$ cat config.mk
export PLATFORM = sky130hd
export DESIGN_NAME = cache_line_fill
export DESIGN_NICKNAME = d
export VERILOG_FILES = /design/src/rtl/otter_cache_pkg.sv /design/src/rtl/cache_line_fill.sv
export SDC_FILE = /design/constraint.sdc
export NUM_CORES = 1
export LEC_CHECK = 0
export CORE_AREA = 2 2 283 285
export CTS_CLUSTER_SIZE = 20
export DETAILED_ROUTE_END_ITERATION = 6
export DIE_AREA = 0 0 285 287
export MAX_ROUTING_LAYER = met4
export SETUP_SLACK_MARGIN = 0.1
export SLEW_MARGIN = 30
export SYNTH_ARGS = -nofsm -noshare
export SYNTH_HDL_FRONTEND = slang
export SYNTH_SLANG_ARGS = --single-unit
$ cat constraint.sdc
create_clock -name CLK -period 4.4 [get_ports CLK]
set_input_delay 0.88 -clock CLK [delete_from_list [all_inputs] [get_ports CLK]]
set_output_delay 0.88 -clock CLK [all_outputs]
set_load 0.01 [all_outputs]
$ cat src/rtl/otter_cache_pkg.sv
// Shared definitions for the OTTER two-way data cache and its refill engine.
// Holds line geometry, address field widths, the refill FSM state type and
// small address helpers used by both the cache arrays and cache_line_fill.
package otter_cache_pkg;

    // Geometry of one cache line and of the memory bus word.
    localparam int ADDR_W     = 32;
    localparam int DATA_W     = 32;
    localparam int LINE_WORDS = 8;
    localparam int LINE_BITS  = LINE_WORDS * DATA_W;

    // Byte-address split: tag [31:8], index [7:5], word [4:2], byte [1:0].
    localparam int TAG_W      = 24;
    localparam int INDEX_W    = 3;
    localparam int WORD_W     = 3;
    localparam int BYTE_W     = 2;
    localparam int OFFSET_W   = WORD_W + BYTE_W;

    // Refill engine states; exported on the debug port of cache_line_fill.
    typedef enum logic [1:0] {
        IDLE = 2'd0,
        WB   = 2'd1,
        FILL = 2'd2,
        DONE = 2'd3
    } fill_state_t;

    // Base byte address of the line containing addr (offset bits cleared).
    function automatic logic [ADDR_W-1:0] line_base(input logic [ADDR_W-1:0] addr);
        return {addr[ADDR_W-1:OFFSET_W], {OFFSET_W{1'b0}}};
    endfunction

    // Byte address of word w inside the line starting at base.
    function automatic logic [ADDR_W-1:0] word_addr(input logic [ADDR_W-1:0] base,
                                                    input logic [WORD_W-1:0] w);
        return base + ADDR_W'({w, {BYTE_W{1'b0}}});
    endfunction

endpackage

$ cat src/rtl/cache_line_fill.sv
// Memory-side refill / write-back engine for the OTTER two-way data cache.
// Accepts one miss from the cache, optionally writes the dirty victim line
// back word by word, then reads the missing line word by word and hands the
// assembled 256-bit line back with a single-cycle fill_valid pulse.
//
// Handshakes:
//   Cache side : miss_req is sampled only while IDLE; the cycle it is seen
//                high the request and all victim_* inputs are captured, and
//                they are ignored until the engine returns to IDLE. fill_valid
//                is a one-cycle pulse; fill_addr/fill_data then hold until the
//                next FILL phase overwrites them.
//   Memory side: mem_rd or mem_we (never both) is a request held high together
//                with a stable mem_addr/mem_wdata until the cycle mem_ack=1
//                completes the beat; the next beat is presented the cycle
//                after. mem_ack is ignored when no request is outstanding.
module cache_line_fill
    import otter_cache_pkg::*;
(
    input  logic                  CLK,
    input  logic                  RST,
    // cache side
    input  logic                  miss_req,
    input  logic [ADDR_W-1:0]     miss_addr,
    input  logic                  victim_dirty,
    input  logic [ADDR_W-1:0]     victim_addr,
    input  logic [LINE_BITS-1:0]  victim_data,
    output logic                  fill_valid,
    output logic [ADDR_W-1:0]     fill_addr,
    output logic [LINE_BITS-1:0]  fill_data,
    output logic                  busy,
    // memory side
    output logic [ADDR_W-1:0]     mem_addr,
    output logic                  mem_rd,
    output logic                  mem_we,
    output logic [DATA_W-1:0]     mem_wdata,
    input  logic [DATA_W-1:0]     mem_rdata,
    input  logic                  mem_ack,
    // debug visibility of the sequencer
    output fill_state_t           dbg_state,
    output logic [WORD_W-1:0]     dbg_cnt
);

    fill_state_t                         state_q, state_d;
    logic        [WORD_W-1:0]            cnt_q;
    logic        [ADDR_W-1:0]            miss_base_q;
    logic        [ADDR_W-1:0]            victim_base_q;
    logic        [LINE_WORDS-1:0][DATA_W-1:0] victim_words_q;
    logic        [LINE_WORDS-1:0][DATA_W-1:0] fill_words_q;
    logic        [ADDR_W-1:0]            fill_addr_q;

    logic accept;      // miss taken this cycle
    logic beat_done;   // outstanding memory beat completes this cycle
    logic last_beat;   // current beat is word LINE_WORDS-1

    assign accept    = (state_q == IDLE) && miss_req;
    assign beat_done = mem_ack && ((state_q == WB) || (state_q == FILL));
    assign last_beat = (cnt_q == {WORD_W{1'b1}});

    assign fill_addr = fill_addr_q;
    assign fill_data = fill_words_q;
    assign dbg_state = state_q;
    assign dbg_cnt   = cnt_q;

    // State register; reset aborts any transaction on the same edge.
    always_ff @(posedge CLK) begin
        if (RST) begin
            state_q <= IDLE;
        end else begin
            state_q <= state_d;
        end
    end

    // Next-state and memory/cache outputs, all decoded from the current state.
    always_comb begin
        state_d    = state_q;
        fill_valid = 1'b0;
        busy       = (state_q != IDLE);
        mem_rd     = 1'b0;
        mem_we     = 1'b0;
        mem_addr   = '0;
        mem_wdata  = '0;
        unique case (state_q)
            IDLE: begin
                if (miss_req) begin
                    state_d = victim_dirty ? WB : FILL;
                end
            end
            WB: begin
                mem_we    = 1'b1;
                mem_addr  = word_addr(victim_base_q, cnt_q);
                mem_wdata = victim_words_q[cnt_q];
                if (mem_ack && last_beat) begin
                    state_d = FILL;
                end
            end
            FILL: begin
                mem_rd   = 1'b1;
                mem_addr = word_addr(miss_base_q, cnt_q);
                if (mem_ack && last_beat) begin
                    state_d = DONE;
                end
            end
            DONE: begin
                fill_valid = 1'b1;
                state_d    = IDLE;
            end
            default: begin
                state_d = IDLE;
            end
        endcase
    end

    // Beat counter: cleared on accept, advances on each acked beat and wraps
    // from 7 to 0 between the write-back and fill phases.
    always_ff @(posedge CLK) begin
        if (RST) begin
            cnt_q <= '0;
        end else if (accept) begin
            cnt_q <= '0;
        end else if (beat_done) begin
            cnt_q <= cnt_q + 1'b1;
        end
    end

    // Capture of the request; held stable for the whole transaction.
    always_ff @(posedge CLK) begin
        if (RST) begin
            miss_base_q    <= '0;
            victim_base_q  <= '0;
            victim_words_q <= '0;
        end else if (accept) begin
            miss_base_q    <= line_base(miss_addr);
            victim_base_q  <= line_base(victim_addr);
            victim_words_q <= victim_data;
        end
    end

    // Line assembly: each acked read beat lands in word cnt; the line base is
    // published with the final word so fill_addr always matches fill_data.
    always_ff @(posedge CLK) begin
        if (RST) begin
            fill_words_q <= '0;
            fill_addr_q  <= '0;
        end else if ((state_q == FILL) && mem_ack) begin
            fill_words_q[cnt_q] <= mem_rdata;
            if (last_beat) begin
                fill_addr_q <= miss_base_q;
            end
        end
    end

endmodule

Word-level counts from Yosys, hierarchy flattened
Cells that the tools add are included.
- bits in registers: 598
- bits of input ports: 357
- output and inout bits: 361
- add/subtract/negate cells: 3
- order comparisons: 2
- equality and inequality tests: 7
- multiplexer cells: 15
- reduce and logical (&&, ||, !) cells: 11
- operators by type and width (operator ; count):
    $bwmux W256 ; 1
    $bmux W32 S3 ; 1
    $demux W32 S3 ; 1
    $mux W32 ; 3
    $add A32 B5 Y32 ; 2
    $pmux W32 S2 ; 1
    $mux W2 ; 4
    $pmux W2 S4 ; 1
    $logic_and A1 B1 Y1 ; 5
    $eq A2 B2 Y1 const B ; 2
    $lt A3 B4 Y1 const B ; 1
    $ne A2 B1 Y1 const B ; 2
    $add A3 B1 Y3 const B ; 1
    $eq A3 B3 Y1 const B ; 1
    $ge A3 B1 Y1 const B ; 1
    $mux W1 ; 3
    $reduce_and A3 Y1 ; 1
    $eq A2 B1 Y1 const B ; 1
    $logic_not A2 Y1 ; 1
    $ne A2 B2 Y1 const B ; 1
    $reduce_and A2 Y1 ; 1
    $reduce_bool A2 Y1 ; 1
    $reduce_or A2 Y1 ; 1
    $logic_or A1 B1 Y1 ; 1

Longest topological paths before layout
- word-level depth: 5
- depth in mapped cells: 9
- gate-level depth less buffers: 5

Worst setup path before layout
OpenSTA, ideal clock, no wires.
- kind: reg2out
- from: register state_q[1], in the netlist dbg_state[1]
- to: output mem_wdata[10]
- data arrival time: 1.596 ns
- path slack: 1.924 ns
- cell stages (with the launch flop): 7
- buffers on the path: 3
- path through: dfxtp_1 > inv_1 > ha_1 > buf_2 > clkbuf_1 > clkbuf_1 > o21a_1
- word-level cells in the longest chain between the ends: 2
- RTL lines (what ; RTL line ; source):
    start: declaration ; cache_line_fill.sv:43 ; fill_state_t state_q, state_d;
    start signal: assignment ; cache_line_fill.sv:69 ; state_q <= state_d;
    $eq A2 B1 Y1 ; cache_line_fill.sv:82 ; unique case (state_q)
    $mux W32 ; cache_line_fill.sv:82 ;
    end: declaration ; cache_line_fill.sv:35 ; output logic [DATA_W-1:0] mem_wdata,
No other way between the ends.

Worst setup path after layout
- from: register cnt_q[1], in the netlist dbg_cnt[1]
- to: output mem_wdata[11]
- word-level cells in the longest chain between the ends: 3
- RTL lines (what ; RTL line ; source):
    start: declaration ; cache_line_fill.sv:44 ; logic [WORD_W-1:0] cnt_q;
    start signal: assignment ; cache_line_fill.sv:121 ; cnt_q <= cnt_q + 1'b1;
    $bmux W32 S3 ; cache_line_fill.sv:91 ; mem_wdata = victim_words_q[cnt_q];
    $mux W32 (not written as such) ; cache_line_fill.sv:91 ;
    $mux W32 ; cache_line_fill.sv:82 ;
No other way between the ends. The select of a mux whose other input is x is not followed.

==> impl_summary.log <==
[metrics] Hold Crit Class: flop to flop
[metrics] insertion delay to the later sink of the worst-skew pair: 0.60 ns
[metrics] floorplan core area: 0.07861 mm²
[metrics] total number of placement rows: 103
[metrics] worst vdd ir: 0.2899 mV
[metrics] stages on the worst setup path: 5
[metrics] Critical Path Sink Type: output port
[metrics] initial antenna violation count: 23
[metrics] buffer type at the clock tree root: sky130_fd_sc_hd__clkbuf_16
[metrics] depth of the worst hold-timing path: 2
[metrics] r2r worst-path depth: 6
[metrics] Sink Count: 598
[metrics] final routed wirelength across all metal layers: 93340 µm
[metrics] Worst Max-Slew Pin Slew: 0.9756 ns
[metrics] total vias in the final route: 23590
[metrics] synthesized instance count: 3041
[metrics] clock slew seen by the registers of the worst setup and hold paths: 0.06 ns
[metrics] cell breakdown of the critical path: nand2b_2, buf_4, o22ai_1, o21a_1, clkdlybuf4s50_1
[metrics] TritonCTS clock tree: built
[metrics] type of origin of the critical path: flop
[metrics] per-cell routed wire length: 20.02 µm
[metrics] die width: 285 µm
[metrics] delay-heaviest family, CP: buffers and inverters
[metrics] slowest cell on the critical path: sky130_fd_sc_hd__dfxtp_1
[metrics] Yosys Warn Count: 0
[metrics] worst path arrival time: 3.03 ns
[metrics] DP HPWL: 63360 µm
[metrics] number of global-route vias before repair: 22230
[metrics] sum of negative setup slack: 0 ns
[metrics] post-CTS setup buffer count: 0
[metrics] number of synthesized register bits: 598
[metrics] largest incremental delay on the critical path: 0.70 ns
[metrics] # hold bufs at CTS: 0
[metrics] Area growth, synth to finish: 40.77%
[metrics] number of instances resized during post-cts repair: 0
[metrics] maximum frequency from static timing analysis: 0.2559 GHz
[metrics] final-report hold violation count: 0
[metrics] headroom to the max-slew limit: 34.96%
[metrics] Placer Congestion: 0.8579
[metrics] RSZ-0062 raised after global routing: no
[metrics] worst endpoint required time: 3.52 ns
[metrics] post-layout minimum cycle time: 3.908 ns
[metrics] power per unit of standard cell area: 469.8 mW/mm²
[metrics] fraction of the cycle the final worst path needs: 88.81%
[metrics] number of buffer and inverter stages on the critical path: 2
[metrics] y dimension of the die: 287 µm
[metrics] category of the most critical setup path: flop to output port
[metrics] post-route antenna net violation count: 0
[metrics] starting utilization of the core area: 30.86%
[metrics] post-placement cell area: 0.03178 mm²
[metrics] count of input and output buffers: 700
[metrics] Static Leakage: 0.01123 µW
[metrics] total routing usage reported by global routing: 22.35%
[metrics] largest net degree at the start of global routing: 133
[metrics] final-report setup violation count: 0
[metrics] largest fanout on the critical path: 32
[metrics] vias per cell: 5.059
[metrics] Avg Synthesized Cell Area: 7.978 µm²
[metrics] area of the die: 0.08180 mm²
[metrics] wire length of the first global-routing pass: 138200 µm
[metrics] router iterations before antenna repair: 5
[metrics] maxcap violations: 0
[metrics] pins over their slew limit: 0
[metrics] number of violations reported at the end of detailed-routing iteration 0: 1869
[metrics] Bufs on Longest Clock Path: 3
[metrics] result of the run: finished clean
[metrics] fraction of final layout cells sized beyond drive strength 1: 5.045%
[metrics] highest-count cells in the layout ignoring fill and taps: sky130_fd_sc_hd__clkdlybuf4s50_1 (699), sky130_fd_sc_hd__nand2_1 (676), sky130_fd_sc_hd__dfxtp_1 (597)
[metrics] # IOs: 718
[metrics] combined area of all synthesized cells: 0.02426 mm²
[metrics] portion of the post-synthesis area used by sequential elements: 49.35%
[metrics] most common cell after layout, fill and taps aside: sky130_fd_sc_hd__clkdlybuf4s50_1
[metrics] distinct cell type count after synthesis: 33
[metrics] drt drc: 0
[metrics] maximum level of the CTS H-tree: 3
[metrics] worst-case clock skew: 0.02044 ns
[metrics] area of all placed cells without fillers: 0.03415 mm²
[metrics] CTS buffer count: 68
[metrics] total congestion overflow after global routing: 0
[metrics] final-stage net count: 3905
==> worst register-to-register path: cells and delay by family, from the launching register on <==
kind                     cells  cell delay [ns]
adder cells (fa/ha/maj)      1             0.21
flip-flops                   1             0.49
AND/OR/NAND/NOR              2             0.98
buffers and inverters        2             0.79
AO/OA/AOI/OAI                1             0.16
==> metal layers <==
layer / global-route usage [%] / part of all wire [%]
met1: 27.65 / 42
met3: 6.468 / 8.7
met2: 34.73 / 46
met5: - / 0
met4: 7.893 / 2.9
==> kinds of logic (layout without fill, tap and decap cells) <==
family,Yosys count,count (layout),synth area share [%]
fa+ha+maj,7,7,0.3610
compound gates,978,978,21.17
xor+xnor,1,1,0.03611
mux,132,132,5.446
other cells,1,31,0.01546
simple gates,985,985,17.13
buf+inv,339,880,6.498
flops,598,598,49.35
==> path summary, 6_finish.rpt <==
| check | from | slack [ns] | to |
|---|---|---|---|
| hold / removal | victim_words_q[200] | 0.45 | victim_words_q[200] |
| setup / recovery | dbg_cnt[1] | 0.49 | mem_wdata[11] |
| setup reg to reg | dbg_state[1] | 1.69 | fill_data[172] |
| hold reg to reg | victim_words_q[200] | 0.45 | victim_words_q[200] |
==> power by group <==
part | total (µW) | internal, µW | switching [µW]
Clock | 5900 | 3500 | 2410
Combinational | 3870 | 1450 | 2420
Sequential | 6270 | 5930 | 345
Total | 16000 | 10900 | 5180
==> layout make-up <==
class	instances	area [µm²]
Tap cell	1050	1314
Clock buffer	99	2011
Timing Repair Buffer	759	7680
Antenna cell	24	60.06
Sequential cell	598	11980
Multi-Input combinational cell	2110	10800
Clock inverter	18	297.8
Inverter	4	15.01
Fill cell	7975	44460
==> synth_stat cells (all sizes together) <==
library cell,number,area share [%]
and3b,1,0.036
clkbuf,178,2.8
nand2b,5,0.13
o22ai,64,1.7
and3,2,0.052
nand3b,1,0.031
xor2,1,0.036
o2bb2ai,1,0.036
mux2i,132,5.4
inv,4,0.062
nand2,678,11
o21a,33,1.0
a22oi,27,0.84
dfxtp,598,49
buf,157,3.6
nor3,3,0.062
conb,1,0.015
nor2b,29,0.75
nand3,258,5.3
o21ai,256,5.3
nor2,1,0.046
a21oi,595,12
a311oi,2,0.072
and2,5,0.13
or2,2,0.052
ha,7,0.36
==> flip-flops by register name, indices dropped and copies added, names as in the netlist <==
signal / count
victim_base_q: 27
dbg_state: 2
fill_addr: 27
victim_words_q: 256
fill_data: 256
miss_base_q: 27
dbg_cnt: 3
==> through the flow <==
step                      hold WS, ns  util [%]  instances  setup WS (ns)  total power (µW)
final                          0.4518     43.44       4662         0.4922             16050
after global routing           0.4686     43.44       4660         0.3921             16810
after CTS                      0.4533     43.36       4638         0.4339             16180
after detailed placement       0.4454     40.43       4521          1.107             10260
after global placement         0.4405     40.42       4521          1.116             10230
after floorplan                0.4357         -       3047          1.924              8745
(Power assumes the default switching activity.)
